File: src/rtl/conv1_sequencer.sv
// Control sequencer for the first convolution layer: walks 7 output row groups,
// 5 kernel rows each, driving row fetch, buffer load, MAC issue and writeback.
module conv1_sequencer #(
  parameter int MAC_NUM    = 112,
  parameter int ROW_GROUPS = 7,
  parameter int KER_SIZE   = 5
) (
  input  logic       clk,
  input  logic       rst,
  input  logic       start,
  output logic       busy,
  output logic       done,
  output logic [3:0] cur_state,
  output logic [3:0] ker_row,
  output logic [3:0] ker_col,
  output logic       fm_rd_en,
  output logic [4:0] fm_rd_addr,
  output logic       buf_en,
  output logic       mac_en,
  output logic       acc_clr,
  output logic       acc_last,
  output logic [2:0] grp_idx,
  output logic       out_valid,
  input  logic       out_ready
);

  // Output rows per group follow from the lane count over the 28-column output width.
  localparam int          OUT_W        = 28;
  localparam int          ROWS_PER_GRP = MAC_NUM / OUT_W;
  localparam logic [2:0]  GRP_LAST     = 3'(ROW_GROUPS - 1);
  localparam logic [2:0]  K_LAST       = 3'(KER_SIZE - 1);

  typedef enum logic [2:0] {
    S_IDLE     = 3'd0,
    S_LOAD_REQ = 3'd1,
    S_LOAD_CAP = 3'd2,
    S_COMPUTE  = 3'd3,
    S_WB       = 3'd4,
    S_DONE     = 3'd5
  } state_t;

  state_t     r_state;
  logic [2:0] r_grp;
  logic [2:0] r_kr;
  logic [2:0] r_kc;

  logic       r_busy;
  logic       r_done;
  logic [3:0] r_cur_state;
  logic [3:0] r_ker_row;
  logic [3:0] r_ker_col;
  logic       r_fm_rd_en;
  logic [4:0] r_fm_rd_addr;
  logic       r_buf_en;
  logic       r_mac_en;
  logic       r_acc_clr;
  logic       r_acc_last;
  logic [2:0] r_grp_idx;
  logic       r_out_valid;

  state_t     w_state_nxt;
  logic [2:0] w_grp_nxt;
  logic [2:0] w_kr_nxt;
  logic [2:0] w_kc_nxt;
  logic       w_busy_nxt;
  logic       w_in_row_nxt;
  logic       w_compute_nxt;
  logic [3:0] w_cur_state_nxt;
  logic [3:0] w_ker_row_nxt;
  logic [3:0] w_ker_col_nxt;
  logic       w_fm_rd_en_nxt;
  logic [4:0] w_fm_rd_addr_nxt;
  logic       w_acc_clr_nxt;
  logic       w_acc_last_nxt;
  logic [2:0] w_grp_idx_nxt;

  // Next state and counters; outputs are decoded from the next values so that
  // registering them lines each strobe up with the state it belongs to.
  always_comb begin
    w_state_nxt = r_state;
    w_grp_nxt   = r_grp;
    w_kr_nxt    = r_kr;
    w_kc_nxt    = r_kc;
    case (r_state)
      S_IDLE: begin
        if (start) begin
          w_state_nxt = S_LOAD_REQ;
          w_grp_nxt   = 3'd0;
          w_kr_nxt    = 3'd0;
          w_kc_nxt    = 3'd0;
        end else begin
          w_state_nxt = S_IDLE;
        end
      end
      S_LOAD_REQ: w_state_nxt = S_LOAD_CAP;
      S_LOAD_CAP: begin
        w_state_nxt = S_COMPUTE;
        w_kc_nxt    = 3'd0;
      end
      S_COMPUTE: begin
        if (r_kc == K_LAST) begin
          w_kc_nxt = 3'd0;
          if (r_kr < K_LAST) begin
            w_kr_nxt    = r_kr + 3'd1;
            w_state_nxt = S_LOAD_REQ;
          end else begin
            w_state_nxt = S_WB;
          end
        end else begin
          w_kc_nxt = r_kc + 3'd1;
        end
      end
      S_WB: begin
        if (out_ready) begin
          if (r_grp < GRP_LAST) begin
            w_grp_nxt   = r_grp + 3'd1;
            w_kr_nxt    = 3'd0;
            w_state_nxt = S_LOAD_REQ;
          end else begin
            w_state_nxt = S_DONE;
          end
        end else begin
          w_state_nxt = S_WB;
        end
      end
      S_DONE:  w_state_nxt = S_IDLE;
      default: w_state_nxt = S_IDLE;
    endcase

    w_busy_nxt       = (w_state_nxt != S_IDLE);
    w_compute_nxt    = (w_state_nxt == S_COMPUTE);
    w_in_row_nxt     = (w_state_nxt == S_LOAD_REQ) || (w_state_nxt == S_LOAD_CAP) || w_compute_nxt;
    w_cur_state_nxt  = w_busy_nxt ? 4'b0001 : 4'b0000;
    w_ker_row_nxt    = w_in_row_nxt ? {1'b0, w_kr_nxt} : 4'd0;
    w_ker_col_nxt    = w_compute_nxt ? {1'b0, w_kc_nxt} : 4'd0;
    w_fm_rd_en_nxt   = (w_state_nxt == S_LOAD_REQ);
    w_fm_rd_addr_nxt = w_fm_rd_en_nxt ?
                       (5'(w_grp_nxt) * 5'(ROWS_PER_GRP) + 5'(w_kr_nxt)) : 5'd0;
    w_acc_clr_nxt    = w_compute_nxt && (w_kr_nxt == 3'd0) && (w_kc_nxt == 3'd0);
    w_acc_last_nxt   = w_compute_nxt && (w_kr_nxt == K_LAST) && (w_kc_nxt == K_LAST);
    w_grp_idx_nxt    = w_busy_nxt ? w_grp_nxt : 3'd0;
  end

  // State, counters and registered outputs; rst clears everything to idle.
  always_ff @(posedge clk) begin
    if (rst) begin
      r_state      <= S_IDLE;
      r_grp        <= 3'd0;
      r_kr         <= 3'd0;
      r_kc         <= 3'd0;
      r_busy       <= 1'b0;
      r_done       <= 1'b0;
      r_cur_state  <= 4'd0;
      r_ker_row    <= 4'd0;
      r_ker_col    <= 4'd0;
      r_fm_rd_en   <= 1'b0;
      r_fm_rd_addr <= 5'd0;
      r_buf_en     <= 1'b0;
      r_mac_en     <= 1'b0;
      r_acc_clr    <= 1'b0;
      r_acc_last   <= 1'b0;
      r_grp_idx    <= 3'd0;
      r_out_valid  <= 1'b0;
    end else begin
      r_state      <= w_state_nxt;
      r_grp        <= w_grp_nxt;
      r_kr         <= w_kr_nxt;
      r_kc         <= w_kc_nxt;
      r_busy       <= w_busy_nxt;
      r_done       <= (w_state_nxt == S_DONE);
      r_cur_state  <= w_cur_state_nxt;
      r_ker_row    <= w_ker_row_nxt;
      r_ker_col    <= w_ker_col_nxt;
      r_fm_rd_en   <= w_fm_rd_en_nxt;
      r_fm_rd_addr <= w_fm_rd_addr_nxt;
      r_buf_en     <= (w_state_nxt == S_LOAD_CAP);
      r_mac_en     <= w_compute_nxt;
      r_acc_clr    <= w_acc_clr_nxt;
      r_acc_last   <= w_acc_last_nxt;
      r_grp_idx    <= w_grp_idx_nxt;
      r_out_valid  <= (w_state_nxt == S_WB);
    end
  end

  assign busy       = r_busy;
  assign done       = r_done;
  assign cur_state  = r_cur_state;
  assign ker_row    = r_ker_row;
  assign ker_col    = r_ker_col;
  assign fm_rd_en   = r_fm_rd_en;
  assign fm_rd_addr = r_fm_rd_addr;
  assign buf_en     = r_buf_en;
  assign mac_en     = r_mac_en;
  assign acc_clr    = r_acc_clr;
  assign acc_last   = r_acc_last;
  assign grp_idx    = r_grp_idx;
  assign out_valid  = r_out_valid;

endmodule

File: config.mk
export PLATFORM = sky130hd
export DESIGN_NAME = conv1_sequencer
export DESIGN_NICKNAME = d
export VERILOG_FILES = /design/src/rtl/conv1_sequencer.sv
export SDC_FILE = /design/constraint.sdc
export NUM_CORES = 1
export LEC_CHECK = 0
export CORE_UTILIZATION = 25
export DETAILED_ROUTE_END_ITERATION = 10
export SLEW_MARGIN = 20
export SYNTH_ARGS = -nofsm -noshare
export SYNTH_HDL_FRONTEND = slang
export SYNTH_SLANG_ARGS = --single-unit
File: constraint.sdc
create_clock -name clk -period 2.2 [get_ports clk]
set_input_delay 0.66 -clock clk [delete_from_list [all_inputs] [get_ports clk]]
set_output_delay 0.66 -clock clk [all_outputs]
set_load 0.02 [all_outputs]
==> reports/qor.yml, run 1 <==
post-route-util_pct: 36.31
cpPeakStageDelay_ps: 410
crit_family: "buffers and inverters"
synth-edff-count: 0
clkTransAtPathRegs_ps: 70
cp-start-kind: "primary input"
period_share_pct: 95.74
cts_root_buf: "clkbuf_8"
postCtsSetupRepairBufs: 0
num_antenna_cells: 0
cts_hold_buffers: 0
status: "finished, final reports clean"
multi_input_area_um2: 654.4
cp_num_cells: 8
synth_area_per_cell_um2: 9.063
final_antenna_net_count: 0
dpl.hpwl_um: 2194
via_count: 1199
critical_path_class: "primary input to flip-flop"
core-area_mm2: 0.005473
path_max_fanout: 3
netlist_top_cells_count: "dfxtp_1, nor2_1, inv_1, nand2_1, a21oi_1"
max_clock_freq_ghz: 0.4748
synth_top_area_share_pct: 48.14
finalSetupViolCount: 0
p_leak_nw: 0.8613
drive_above_1_share_pct: 19.12
critPathCaptureType: "flip-flop"
die_w_um: 77.20
ys_seq_area_share_pct: 48.14
die_h_um: 77.20
gp_congestion: 0.8140
cts_tree: "done"
hold_depth: 2
synth_cell_types: 42
path_buf_inv: 2
grt-ovfl-total: 0
synthFlopType: "dfxtp_1"
fp-row-count: 27
post_drt_wl_per_cell_um: 10.45
port_buffers: 26
cp_common_cell: "ha_2"
drtPass1Iterations: 4
h-tree-depth: 2
finClkSkew_ps: 6.591
place_inst: 268
grt_pass1_vias: 1152
vdd_drop_max_v: 0.0002233
post-synth-top-count-cell: "dfxtp_1"
start_util_pct: 25.83
wirelength_um: 2883
vias_per_cell: 4.344
period_needed_ps: 2106
stdcell_count: 276
critPathSlowestCell: "clkdlybuf4s50_1"
hold_class: "flip-flop to flip-flop"
drv_slew: 0
yosysTopAreaCell: "dfxtp_1"
grt_start_max_net_pins: 11
r2r_cells: 7
powerDensity_mw_per_mm2: 677.5
finalHoldViolCount: 0
syn_area_mm2: 0.001414
fillerInstances: 568
cts_buffers: 5
clock_path_buffers: 2
regArea_um2: 680.7
dieArea_mm2: 0.005960
drv_cap: 0
antenna_found_initial: 0
cts.sinks: 34
arrival_ps: 2290
ys_async_sr_fraction_pct: 0
grt_pass1_wl_um: 5037
ios: 32
yosys-top-cells-area: "dfxtp_1, nor2_1, ha_1"
areaGrowthSynthToFinish_pct: 40.53
ys_warn_count: 0
synthCells: 156
grt_usage_pct: 10.77
synth_seq_cells: 34
drc_errors: 0
insertion_delay_ps: 290
cp_cell_sequence: "clkdlybuf4s50_1, and4bb_2, a22oi_2, a21oi_2, inv_1, ha_2, ha_2, and2_1"
fin_nets: 213
initialDrtViolationCount: 47
critPathRequiredTime_ps: 2380
## layer usage
metal	GRT usage, %	share of wire [%]	up-vias	routed length (um)
met3	3.214	3.2	6	93
met5	0	0	-	0
li1	-	-	608	-
met2	17.96	48	22	1390
met4	4.528	1.8	0	51
met1	12.73	47	563	1348
## stage by stage
step / power (mW) / area (um^2) / hold slack [ps] / setup slack, ps / setup TNS (ps)
2_1_floorplan: 0.7416 / 1429 / 515.3 / 223.1 / 0
3_3_place_gp: 0.8035 / 1866 / 565.4 / -241.1 / -584.4
3_5_place_dp: 0.8039 / 1866 / 567.0 / -280.5 / -712.4
4_1_cts: 1.360 / 1972 / 583.3 / 19.21 / 0
5_1_grt: 1.410 / 1987 / 672.5 / -7.825 / -7.825
6_report: 1.346 / 1987 / 588.2 / 93.77 / 0
## worst register-to-register path, delay by kind of cell (launching register included)
kind	cells	cell delay, ps
adders and majority gates	2	410
and+or+nand+nor	2	440
buffers and inverters	1	70
DFF	1	520
AOI/OAI and AO/OA	2	350
## what timing repair did
item                                   in CTS  in global routing
gates resized for setup                     0                  6
setup endpoints to repair                   0                  2
endpoints found under the hold margin       0                  0
## cell usage in the layout (no fill, tap or decap), types with 2 or more instances in the layout
cell / netlist / layout
ha_2: 0 / 2
nor2_1: 29 / 29
buf_4: 6 / 20
or2_1: 2 / 2
conb_1: 1 / 5
clkbuf_8: 0 / 5
nand3b_1: 2 / 2
ha_1: 6 / 4
and2_1: 2 / 2
nor3_1: 5 / 5
clkbuf_1: 1 / 2
clkdlybuf4s50_1: 0 / 26
nand3_1: 2 / 2
o21ai_0: 2 / 2
inv_1: 12 / 12
dfxtp_1: 34 / 34
nand2_1: 9 / 9
a21oi_1: 7 / 6
mux2i_1: 2 / 2
a211o_1: 2 / 2
o21ai_1: 3 / 2
a32oi_1: 2 / 2
a22oi_1: 2 / 2
## kinds of logic (layout without fill, tap and decap cells)
logic type      Yosys count  in the layout  synth area share, %
simple gates             62             62                22.30
xor+xnor                  1              1               0.6196
mux                       3              3                2.212
fa+ha+maj                 6              6                5.310
compound gates           27             27                13.45
flops                    34             34                48.14
buf+inv                  22             66                7.698
other cells               1              5               0.2652
## final cells by class
class | instances | area share, %
flip-flops and latches | 34 | 34.26
multi-input cells | 104 | 32.93
repair buffers | 46 | 20.65
well taps | 72 | 4.534
clock buffers | 7 | 3.841
inverters | 12 | 2.267
clock inverters | 1 | 1.511
## flip-flops by register name, indices dropped and copies added (netlist names)
register,cells
fm_rd_en,1
r_grp,3
done,1
acc_clr,1
mac_en,1
ker_row,3
busy,1
ker_col,3
r_kc,3
out_valid,1
grp_idx,3
r_kr,3
acc_last,1
r_state,3
fm_rd_addr,5
buf_en,1
## power by group
part           internal [mW]  switching (mW)  leakage (nW)  total (mW)
registers              0.627          0.0119         0.275       0.639
clock network          0.339           0.217        0.0524       0.556
logic                 0.0703          0.0811         0.534       0.151
## final timing paths
check	slack, ps	start	end
max	90	out_ready	fm_rd_addr[3]
min	590	r_kc[1]	r_kc[1]
max reg2reg	310	r_state[1]	fm_rd_addr[3]
min reg2reg	590	r_kc[1]	r_kc[1]
Power figures use the tool's default switching activity.
==> run 2: changes to the inputs <==
GPL_ROUTABILITY_DRIVEN = 0   (was not set)
==> results of run 2 <==
No change in the layout: final DEF, timing and power equal those of run 1.
==> run 3: changes to the inputs <==
CORE_MARGIN = 4   (was not set)
==> run 3 against run 2 <==
  * Clock power is 21% higher
  * Critical path depth grew 1
  * Global-route usage decreased by 2.1 points
  * Sequential power about the same
  * Utilization decreased by 0.18 points
  * Via count fell by 4.0%
  * Flip-flop and latch count did not move
  * Setup slack better by 54 ps
  * Fmax is 2.6% higher
  * Final area grew 0.13%
  * Sequential share of layout area about the same
  * Critical endpoint is now fm_rd_addr[4]
==> reports/qor.yml, run 3 (synthesis gave the netlist of run 1 again) <==
status: "finished, final reports clean"
grt_usage_pct: 8.715
powerDensity_mw_per_mm2: 731.3
finClkSkew_ps: 9.514
ff2ff_setup_slack_ps: 280
rsz0062_at_grt: "no"
finalSetupViolCount: 0
die_h_um: 83.20
vdd_drop_max_v: 0.0003659
critPathCaptureType: "flip-flop"
arrival_ps: 2230
clkTransAtPathRegs_ps: 70
clock_path_buffers: 2
h-tree-depth: 2
hold_depth: 2
drive_above_1_share_pct: 17.41
grt_start_max_net_pins: 13
dpl.hpwl_um: 2207
critical_path_class: "primary input to flip-flop"
vias_per_cell: 4.216
stdcell_count: 273
grt-ovfl-total: 0
layout_commonest_cell: "dfxtp_1"
drtPass1Iterations: 4
min_from: "r_kc[1]"
die_w_um: 83.20
ios: 32
layout_common_cells: "dfxtp_1, nor2_1, clkdlybuf4s50_1"
cts.sinks: 34
tns_ps: 0
critPathRequiredTime_ps: 2380
path_max_fanout: 3
r2r-start: "r_state[1]"
num_antenna_cells: 0
finalHoldViolCount: 0
insertion_delay_ps: 280
whs_endpoint: "r_kc[1]"
grt_pass1_wl_um: 4899
areaGrowthSynthToFinish_pct: 40.71
dieArea_mm2: 0.006922
initialDrtViolationCount: 31
r2r_cells: 8
drc_errors: 0
dr_wl_met3_um: 154
p_leak_nw: 0.8778
hold_class: "flip-flop to flip-flop"
antenna_found_initial: 0
r2r_end: "fm_rd_addr[4]"
top_layer: "met4"
wirelength_um: 2872
post_drt_wl_per_cell_um: 10.52
max_clock_freq_ghz: 0.4873
grt_pass1_vias: 1116
wl_met2_um: 1361
cts_root_buf: "clkbuf_8"
largest_reg_flops: 5
cts_tree: "done"
fin_nets: 210
period_needed_ps: 2052
start_util_pct: 25.68
port_buffers: 26
drv_slew: 0
drv_cap: 0
core-area_mm2: 0.005507
fp-row-count: 27
via_count: 1151
cp-start-kind: "primary input"
place_inst: 264
period_share_pct: 93.28
cts_buffers: 5
final_antenna_net_count: 0
wl_met1_um: 1301
==> run 3: changes by cell type in the layout (fill, tap and decap cells not counted), sizes merged <==
cell	delta
buf	-3
bufinv	+1
clkbuf	-2
clkdlybuf4s50	-1
clkinv	+1
dlymetal6s2s	+1
==> run 3: what timing repair did <==
item	4_1_cts	5_1_grt
setup buffers	0	1
setup endpoints to repair	0	2
resized for setup	0	4
hold buffers	0	0
==> run 3: report_power, final <==
group	total [mW]	switching (mW)	internal, mW
combinational	0.142	0.0784	0.0638
sequential	0.640	0.0127	0.627
clock	0.673	0.219	0.454
==> run 3: worst max-delay path by stage <==
| stage | from | end | slack, ps |
|---|---|---|---|
| 6_report | start | fm_rd_addr[4] | 150 |
| 5_1_grt | start | fm_rd_addr[4] | 10 |
| 4_1_cts | out_ready | fm_rd_addr[4] | 20 |
| 3_5_place_dp | out_ready | fm_rd_addr[3] | -280 |
| 3_3_place_gp | out_ready | fm_rd_addr[3] | -250 |
| 2_1_floorplan | out_ready | fm_rd_addr[3] | 220 |
==> run 3: critical path, stage by stage <==
cell and delay (ps):
clkdlybuf4s50_1 480, nor2b_2 200, a22oi_2 100, a21oi_2 170
inv_1 60, ha_1 190, ha_1 180, xor2_1 160
nor2_1 50
==> run 3: layer usage <==
| metal | vias up | track usage (%) |
|---|---|---|
| li1 | 603 | - |
| met1 | 518 | 10.20 |
| met2 | 26 | 14.43 |
| met3 | 4 | 2.778 |
| met4 | 0 | 4.012 |
| met5 | - | 0 |
==> run 3: area by class of cell <==
type	count	area, um^2
clock inverters	3	68.82
well taps	72	90.09
repair buffers	43	390.4
multi-input cells	104	645.6
inverters	12	45.04
clock buffers	5	68.82
flip-flops and latches	34	680.7
fillers	560	3517
==> run 3: through the flow <==
step	total power [mW]	hold slack, ps	utilization [%]	worst slack, ps	cell area [um^2]
3_5_place_dp	0.7972	568.4	33.33	-283.9	1836
2_1_floorplan	0.7416	515.3	-	223.1	1429
3_3_place_gp	0.7966	572.9	33.33	-247.0	1836
5_1_grt	1.526	608.0	36.13	9.616	1989
4_1_cts	1.479	585.1	35.83	18.98	1973
6_report	1.455	577.0	36.13	147.9	1989
